<file path="src/rtl/scie_unpipelined.sv">
`default_nettype none
// ============================================================================
// Module   : scie_unpipelined
// Purpose  : Single-cycle SCIE custom-3 datapath. It decodes the instruction
//            word and applies a signed/unsigned min/max, a saturating absolute
//            value, or a saturating add/sub to rs1/rs2, all within one cycle.
//            It holds no state. Clock and reset exist only so the ports match
//            the SCIE interface.
// Revision : 1.0 - initial release
// ============================================================================
module scie_unpipelined #(
  parameter int unsigned XLEN   = 32,
  parameter logic [6:0]  OPCODE = 7'h7B
) (
  input  logic            clock,
  input  logic            reset,
  input  logic [31:0]     io_insn,
  input  logic [XLEN-1:0] io_rs1,
  input  logic [XLEN-1:0] io_rs2,
  output logic [XLEN-1:0] io_rd
);

  localparam logic [XLEN-1:0] C_SMAX = {1'b0, {(XLEN-1){1'b1}}};
  localparam logic [XLEN-1:0] C_SMIN = {1'b1, {(XLEN-1){1'b0}}};

  localparam logic [2:0] C_OP_SMAX  = 3'd0;
  localparam logic [2:0] C_OP_SMIN  = 3'd1;
  localparam logic [2:0] C_OP_UMAX  = 3'd2;
  localparam logic [2:0] C_OP_UMIN  = 3'd3;
  localparam logic [2:0] C_OP_SABS  = 3'd4;
  localparam logic [2:0] C_OP_SADDS = 3'd5;
  localparam logic [2:0] C_OP_SSUBS = 3'd6;

  // Clock, reset and the register-index fields play no part in the result.
  // They are gathered here only so that they are visibly consumed.
  logic w_unused;
  assign w_unused = &{1'b0, clock, reset, io_insn[24:15], io_insn[11:7]};

  logic            w_valid;
  logic [2:0]      w_funct3;
  logic            w_s_gt, w_s_lt, w_u_gt, w_u_lt;
  logic [XLEN:0]   w_sum, w_diff;
  logic [XLEN-1:0] w_abs, w_adds, w_subs;

  assign w_valid  = (io_insn[6:0] == OPCODE) && (io_insn[31:25] == 7'd0);
  assign w_funct3 = io_insn[14:12];

  assign w_s_gt = $signed(io_rs1) > $signed(io_rs2);
  assign w_s_lt = $signed(io_rs1) < $signed(io_rs2);
  assign w_u_gt = io_rs1 > io_rs2;
  assign w_u_lt = io_rs1 < io_rs2;

  // Both operands are sign-extended by one bit. The true result can then be
  // read in full, and overflow shows up as the top two bits disagreeing. The
  // top bit is the true sign, so it tells us which way to clamp.
  assign w_sum  = {io_rs1[XLEN-1], io_rs1} + {io_rs2[XLEN-1], io_rs2};
  assign w_diff = {io_rs1[XLEN-1], io_rs1} - {io_rs2[XLEN-1], io_rs2};

  assign w_adds = (w_sum[XLEN] != w_sum[XLEN-1])
                ? (w_sum[XLEN] ? C_SMIN : C_SMAX) : w_sum[XLEN-1:0];
  assign w_subs = (w_diff[XLEN] != w_diff[XLEN-1])
                ? (w_diff[XLEN] ? C_SMIN : C_SMAX) : w_diff[XLEN-1:0];

  // The most negative value has no positive counterpart, so it saturates.
  assign w_abs = (io_rs1 == C_SMIN) ? C_SMAX
               : (io_rs1[XLEN-1] ? (~io_rs1 + 1'b1) : io_rs1);

  // Result select. An invalid decode or a reserved funct3 drives zero.
  always_comb begin
    io_rd = '0;
    if (w_valid) begin
      case (w_funct3)
        C_OP_SMAX:  io_rd = w_s_gt ? io_rs1 : io_rs2;
        C_OP_SMIN:  io_rd = w_s_lt ? io_rs1 : io_rs2;
        C_OP_UMAX:  io_rd = w_u_gt ? io_rs1 : io_rs2;
        C_OP_UMIN:  io_rd = w_u_lt ? io_rs1 : io_rs2;
        C_OP_SABS:  io_rd = w_abs;
        C_OP_SADDS: io_rd = w_adds;
        C_OP_SSUBS: io_rd = w_subs;
        default:    io_rd = '0;
      endcase
    end
  end

endmodule
`default_nettype wire

</file>
<file path="config.mk">
export PLATFORM = sky130hd
export DESIGN_NAME = scie_unpipelined
export DESIGN_NICKNAME = d
export VERILOG_FILES = /design/src/rtl/scie_unpipelined.sv
export SDC_FILE = /design/constraint.sdc
export NUM_CORES = 1
export LEC_CHECK = 0
export BUFFER_PORTS_ARGS = -buffer_cell sky130_fd_sc_hd__buf_4
export CORE_MARGIN = 4
export CORE_UTILIZATION = 59
export DETAILED_ROUTE_END_ITERATION = 6
export PLACE_DENSITY = 0.85
export SLEW_MARGIN = 20
export SYNTH_ARGS = -nofsm -noshare
export SYNTH_HDL_FRONTEND = slang
export SYNTH_SLANG_ARGS = --single-unit
</file>
<file path="constraint.sdc">
create_clock -name vclk -period 4
set_input_delay 0.6 -clock vclk [all_inputs]
set_output_delay 0.6 -clock vclk [all_outputs]
set_load 0.01 [all_outputs]
</file>
==> reports/results.tsv, run 1 <==
stage	metric	value	unit
outcome	outcome	did not finish	
outcome	Halt Stage	clock tree synthesis	
outcome	First Err	[ERROR DPL-0038] Utilization greater than 100%, impossible to legalize	
placement	routability congestion estimate	1.13	
logic_synthesis	post-synthesis sequential area ratio	0	
logic_synthesis	warnings from Yosys	0	
placement	I/O Buffers	113	
floorplanning	Die X-Extent	111	um
logic_synthesis	Net Count, Synth	1130	
logic_synthesis	Syn Inst Count	965	
placement	HPWL after DPL	24.4	mm
floorplanning	Boundary Pins	130	
floorplanning	Rows	37	
clock_network	Hold Buf Count CTS	0	
clock_network	postcts setup bufs	36	
logic_synthesis	mapped cell area	6270	um^2
logic_synthesis	synth unique cells	80	
floorplanning	Die Height	111	um
clock_network	post-cts repair resize count	194	
logic_synthesis	synthesized area per cell	6.49	um^2
floorplanning	Initial Util	0.607	
-- cells in the mapped netlist, types with 14 or more instances --
master / count / area [um^2]
a21oi_1: 133 / 666
o21ai_0: 95 / 475
inv_1: 69 / 259
ha_1: 65 / 813
nor2_1: 61 / 229
nand2_1: 56 / 210
xnor2_1: 47 / 412
a21o_1: 33 / 248
a31oi_1: 33 / 206
nor3_1: 24 / 120
buf_2: 23 / 115
clkbuf_1: 23 / 86.3
nor2b_1: 20 / 125
nand3_1: 19 / 95.1
o31ai_1: 15 / 113
o21a_1: 14 / 105
-- stage by stage --
stage	setup WS (ps)	util	cells	area (um^2)
after floorplan	171	-	965	6270
after global placement	-263	0.874	1418	9020
after detailed placement	-536	0.874	1418	9020
-- logic make-up after synthesis --
kind of cell               synth area share
muxes                               0.00160
adders and majority gates             0.138
xor gates and xnor gates             0.0865
AOI/OAI and AO/OA                     0.466
and+or+nand+nor                       0.210
buffers and inverters                0.0984
==> run 2: changes to the inputs <==
CORE_UTILIZATION = 40   (was 59)
PLACE_DENSITY = default   (was 0.85)
PLACE_DENSITY_LB_ADDON = 0.15   (was default)
==> reports/results.tsv, run 2 <==
stage	metric	value	unit
floorplanning	core area	15300	um^2
layout	fin cells	1570	
timing	final worst-path cycle share	1.04	
layout	layout overhead on the synthesized area	74.0	%
timing	Final Max Tran Viols	0	
setup_path	Worst setup EP type	primary output	
global_routing	GRT Residual Overflow	0	
clock_network	Hold Buf Count CTS	0	
global_routing	first-pass GRT wire length	46.6	mm
timing	Final Hold Fails	0	
timing	hold_ws	1640	ps
layout	layout cells sized above 1	0.461	
global_routing	vias in the first global route	9105	
setup_path	Critical Path Most Common Cell	buf_4	
logic_synthesis	most frequent cell after synthesis	a21oi_1	
logic_synthesis	mapped cell area	6270	um^2
drt	wire per inst	19.9	um
layout	most frequent cells in the layout	buf_4, a21oi_1, o21ai_0	
timing	final setup vio count	32	
layout	sequential cell count	0	
power_and_ir_drop	Pwr Density	167	nW/um^2
logic_synthesis	Synth top area share	0.130	
global_routing	GRT Overall Usage	0.318	
drt	drt initial violations	959	
floorplanning	Boundary Pins	130	
logic_synthesis	synthesized area per cell	6.49	um^2
setup_path	CP arrival	3570	ps
timing	Worst-Margin Slew	555	ps
setup_path	largest stage delay on the critical path	430	ps
layout	Final Core Density	0.714	
logic_synthesis	Syn Inst Count	965	
setup_path	WP data required	3400	ps
layout	Reg area	0	um^2
layout	# diodes	0	
timing	min Tclk post-route	4170	ps
logic_synthesis	synth unique cells	80	
drt	first drt pass iteration count	6	
setup_path	worst setup path start	io_rs1[1]	
power_and_ir_drop	maximum vdd drop	76.4	uV
min_path	HP Class	input port to primary output	
floorplanning	Rows	45	
logic_synthesis	synth top area cells	ha_1, a21oi_1, o21ai_0	
outcome	failing checks	negative setup slack	
drt	# DRC	0	
logic_synthesis	post-synthesis sequential area ratio	0	
layout	Layout Nets	1526	
global_routing	initial antenna violation count	0	
drt	vias per std cell	6.02	
timing	Slew HR	0.630	
floorplanning	die area	17700	um^2
floorplanning	Initial Util	0.411	
setup_path	slowest CP cell	o311ai_0	
setup_path	critical path launch point type	input port	
outcome	outcome	finished, violations left	
run	max cap viols	0	
timing	RSZ-0062 raised after global routing	yes	
layout	Filler cells	1223	
layout	clkbuf count	0	
floorplanning	Die Height	133	um
floorplanning	Die X-Extent	133	um
logic_synthesis	Synth area leader	ha_1	
timing	Max Fclk	240	MHz
setup_path	CP Class	input port to primary output	
logic_synthesis	Net Count, Synth	1130	
placement	dpl ws	-296	ps
placement	placed cells	1514	
min_path	hold path start	io_rs1[0]	
setup_path	CP Max Fanout	4	
drt	Routed Wire Length	31.2	mm
drt	vias	9449	
timing	Setup TNS	-3590	ps
setup_path	CP Cell Sequence	buf_8 > buf_6 > buf_4 > fa_2 > a21oi_4 > o211a_1 > o31a_1 > o31ai_4 > a31oi_4 > o21ai_4 > buf_4 > o21a_1 > o311ai_0 > a31oi_1 > buf_4	
placement	I/O Buffers	113	
timing	worst setup margin	-174	ps
global_routing	largest net degree at the start of global routing	46	
placement	HPWL after DPL	22.6	mm
logic_synthesis	commonest cells in the synthesized netlist	a21oi_1, o21ai_0, inv_1, ha_1, nor2_1	
power_and_ir_drop	Leak	4.83	nW
logic_synthesis	warnings from Yosys	0	
drt	Antenna Nets Post-Route	0	
layout	commonest non-fill, non-tap cell in the layout	buf_4	
placement	routability congestion estimate	0.980	
-- run 2: layer usage --
layer	vias to the layer above	part of all wire	wire length (um)	GRT usage
li1	4389	-	-	-
met1	4448	0.40	12600	0.404
met2	496	0.47	14600	0.546
met3	116	0.081	2540	0.0404
met4	0	0.049	1540	0.128
met5	-	0	0	0
-- run 2: worst paths after layout --
path / depth (start not counted) / end / slack [ps]
min: 4 / io_rd[0] / 1640
max: 15 / io_rd[1] / -170
-- run 2: layout make-up --
cell class / instances / area (um^2) / area share
tap: 211 / 264 / 0.0242
timing repair buffer: 457 / 3770 / 0.346
inverter: 72 / 278 / 0.0255
multi-input combinational: 830 / 6590 / 0.604
-- run 2: what timing repair did --
action / in CTS / in global routing
gates resized for setup: 164 / 63
buffers inserted: 38 / 16
pin swaps: 71 / 56
endpoints found under the setup margin: 32 / 32
cloned: 3 / 1
-- run 2: kinds of logic (layout without fill, tap and decap cells) --
group / count (synthesis) / count (layout) / share of synthesized area
xor+xnor: 61 / 61 / 0.0865
fa+ha+maj: 68 / 68 / 0.138
buf+inv: 135 / 529 / 0.0984
simple gates: 254 / 254 / 0.210
mux: 1 / 1 / 0.00160
compound gates: 446 / 446 / 0.466
-- run 2: power breakdown --
group	switching (W)	internal, W	leakage [nW]
Sequential	0	0	0
Combinational	0.000928	0.000893	4.83
Clock	0	0	0
Total	0.000928	0.000893	4.83
-- run 2: through the flow --
stage | area (um^2) | total power (W)
floorplan | 6270 | 0.000772
global placement | 9340 | 0.00140
detailed placement | 9340 | 0.00142
CTS | 10500 | 0.00167
global route | 10900 | 0.00192
finish | 10900 | 0.00182
-- run 2: critical path: cells and delay by family --
kind	cells	cell delay [ps]
compound gates	9	1870
fa+ha+maj	1	410
buf+inv	5	680
Note: power is estimated with default switching activity, not from simulation.
==> run 3: changes to the inputs <==
--- a/config.mk
+++ b/config.mk
@@ -8,5 +8,5 @@
 export BUFFER_PORTS_ARGS = -buffer_cell sky130_fd_sc_hd__buf_4
 export CORE_MARGIN = 4
-export CORE_UTILIZATION = 40
+export CORE_UTILIZATION = 59
 export DETAILED_ROUTE_END_ITERATION = 6
 export PLACE_DENSITY_LB_ADDON = 0.15
==> constraint.sdc (replaced) <==
create_clock -name vclk -period 4
set_input_delay 0.6 -clock vclk [all_inputs]
set_output_delay 0.6 -clock vclk [all_outputs]
set_load 0.1 [all_outputs]
==> reports/results.tsv, run 3 <==
stage	metric	value	unit
outcome	outcome	did not finish	
outcome	Halt Stage	clock tree synthesis	
outcome	First Err	[ERROR DPL-0038] Utilization greater than 100%, impossible to legalize	
clock_network	Hold Buf Count CTS	0	
logic_synthesis	mux cell area share after synthesis	0.00160	
floorplanning	Initial Util	0.607	
floorplanning	Boundary Pins	130	
placement	DP Area	10100	um^2
clock_network	post-cts repair resize count	357	
logic_synthesis	Net Count, Synth	1130	
logic_synthesis	Syn Inst Count	965	
logic_synthesis	complex-gate fraction of the synthesized area	0.466	
floorplanning	Rows	37	
placement	routability congestion estimate	1.07	
logic_synthesis	largest family of logic cells by synthesized area	compound AO/OA/AOI/OAI gates	
logic_synthesis	Synth top area share	0.130	
logic_synthesis	commonest cells in the synthesized netlist	a21oi_1, o21ai_0, inv_1, ha_1, nor2_1	
logic_synthesis	XOR/XNOR share of the synthesized area	0.0865	
logic_synthesis	Post-Synth Adder-Cell Area	0.138	
logic_synthesis	synth unique cells	80	
placement	HPWL after DPL	30.0	mm
logic_synthesis	Synth area leader	ha_1	
placement	I/O Buffers	113	
floorplanning	Die Height	111	um
logic_synthesis	synthesized area per cell	6.49	um^2
logic_synthesis	Post-Synth Simple-Gate Area	0.210	
logic_synthesis	mapped cell area	6270	um^2
floorplanning	Die X-Extent	111	um
logic_synthesis	most frequent cell after synthesis	a21oi_1	
logic_synthesis	synth top area cells	ha_1, a21oi_1, o21ai_0	
logic_synthesis	post-synthesis sequential area ratio	0	
clock_network	postcts setup bufs	86	
logic_synthesis	warnings from Yosys	0	
run 3: cell counts after synthesis:
No cell type changed its count.
run 3: cell families after synthesis:
logic type,count (synthesis)
AOI/OAI and AO/OA,446
and+or+nand+nor,254
buffers and inverters,135
adders and majority gates,68
xor gates and xnor gates,61
muxes,1
run 3: stage by stage:
stage	setup WS [ps]	setup TNS, ps	hold WS, ps	cells
global placement	-401	-10310	1760	1470
floorplan	-143	-726	1550	965
detailed placement	-726	-18260	1780	1470
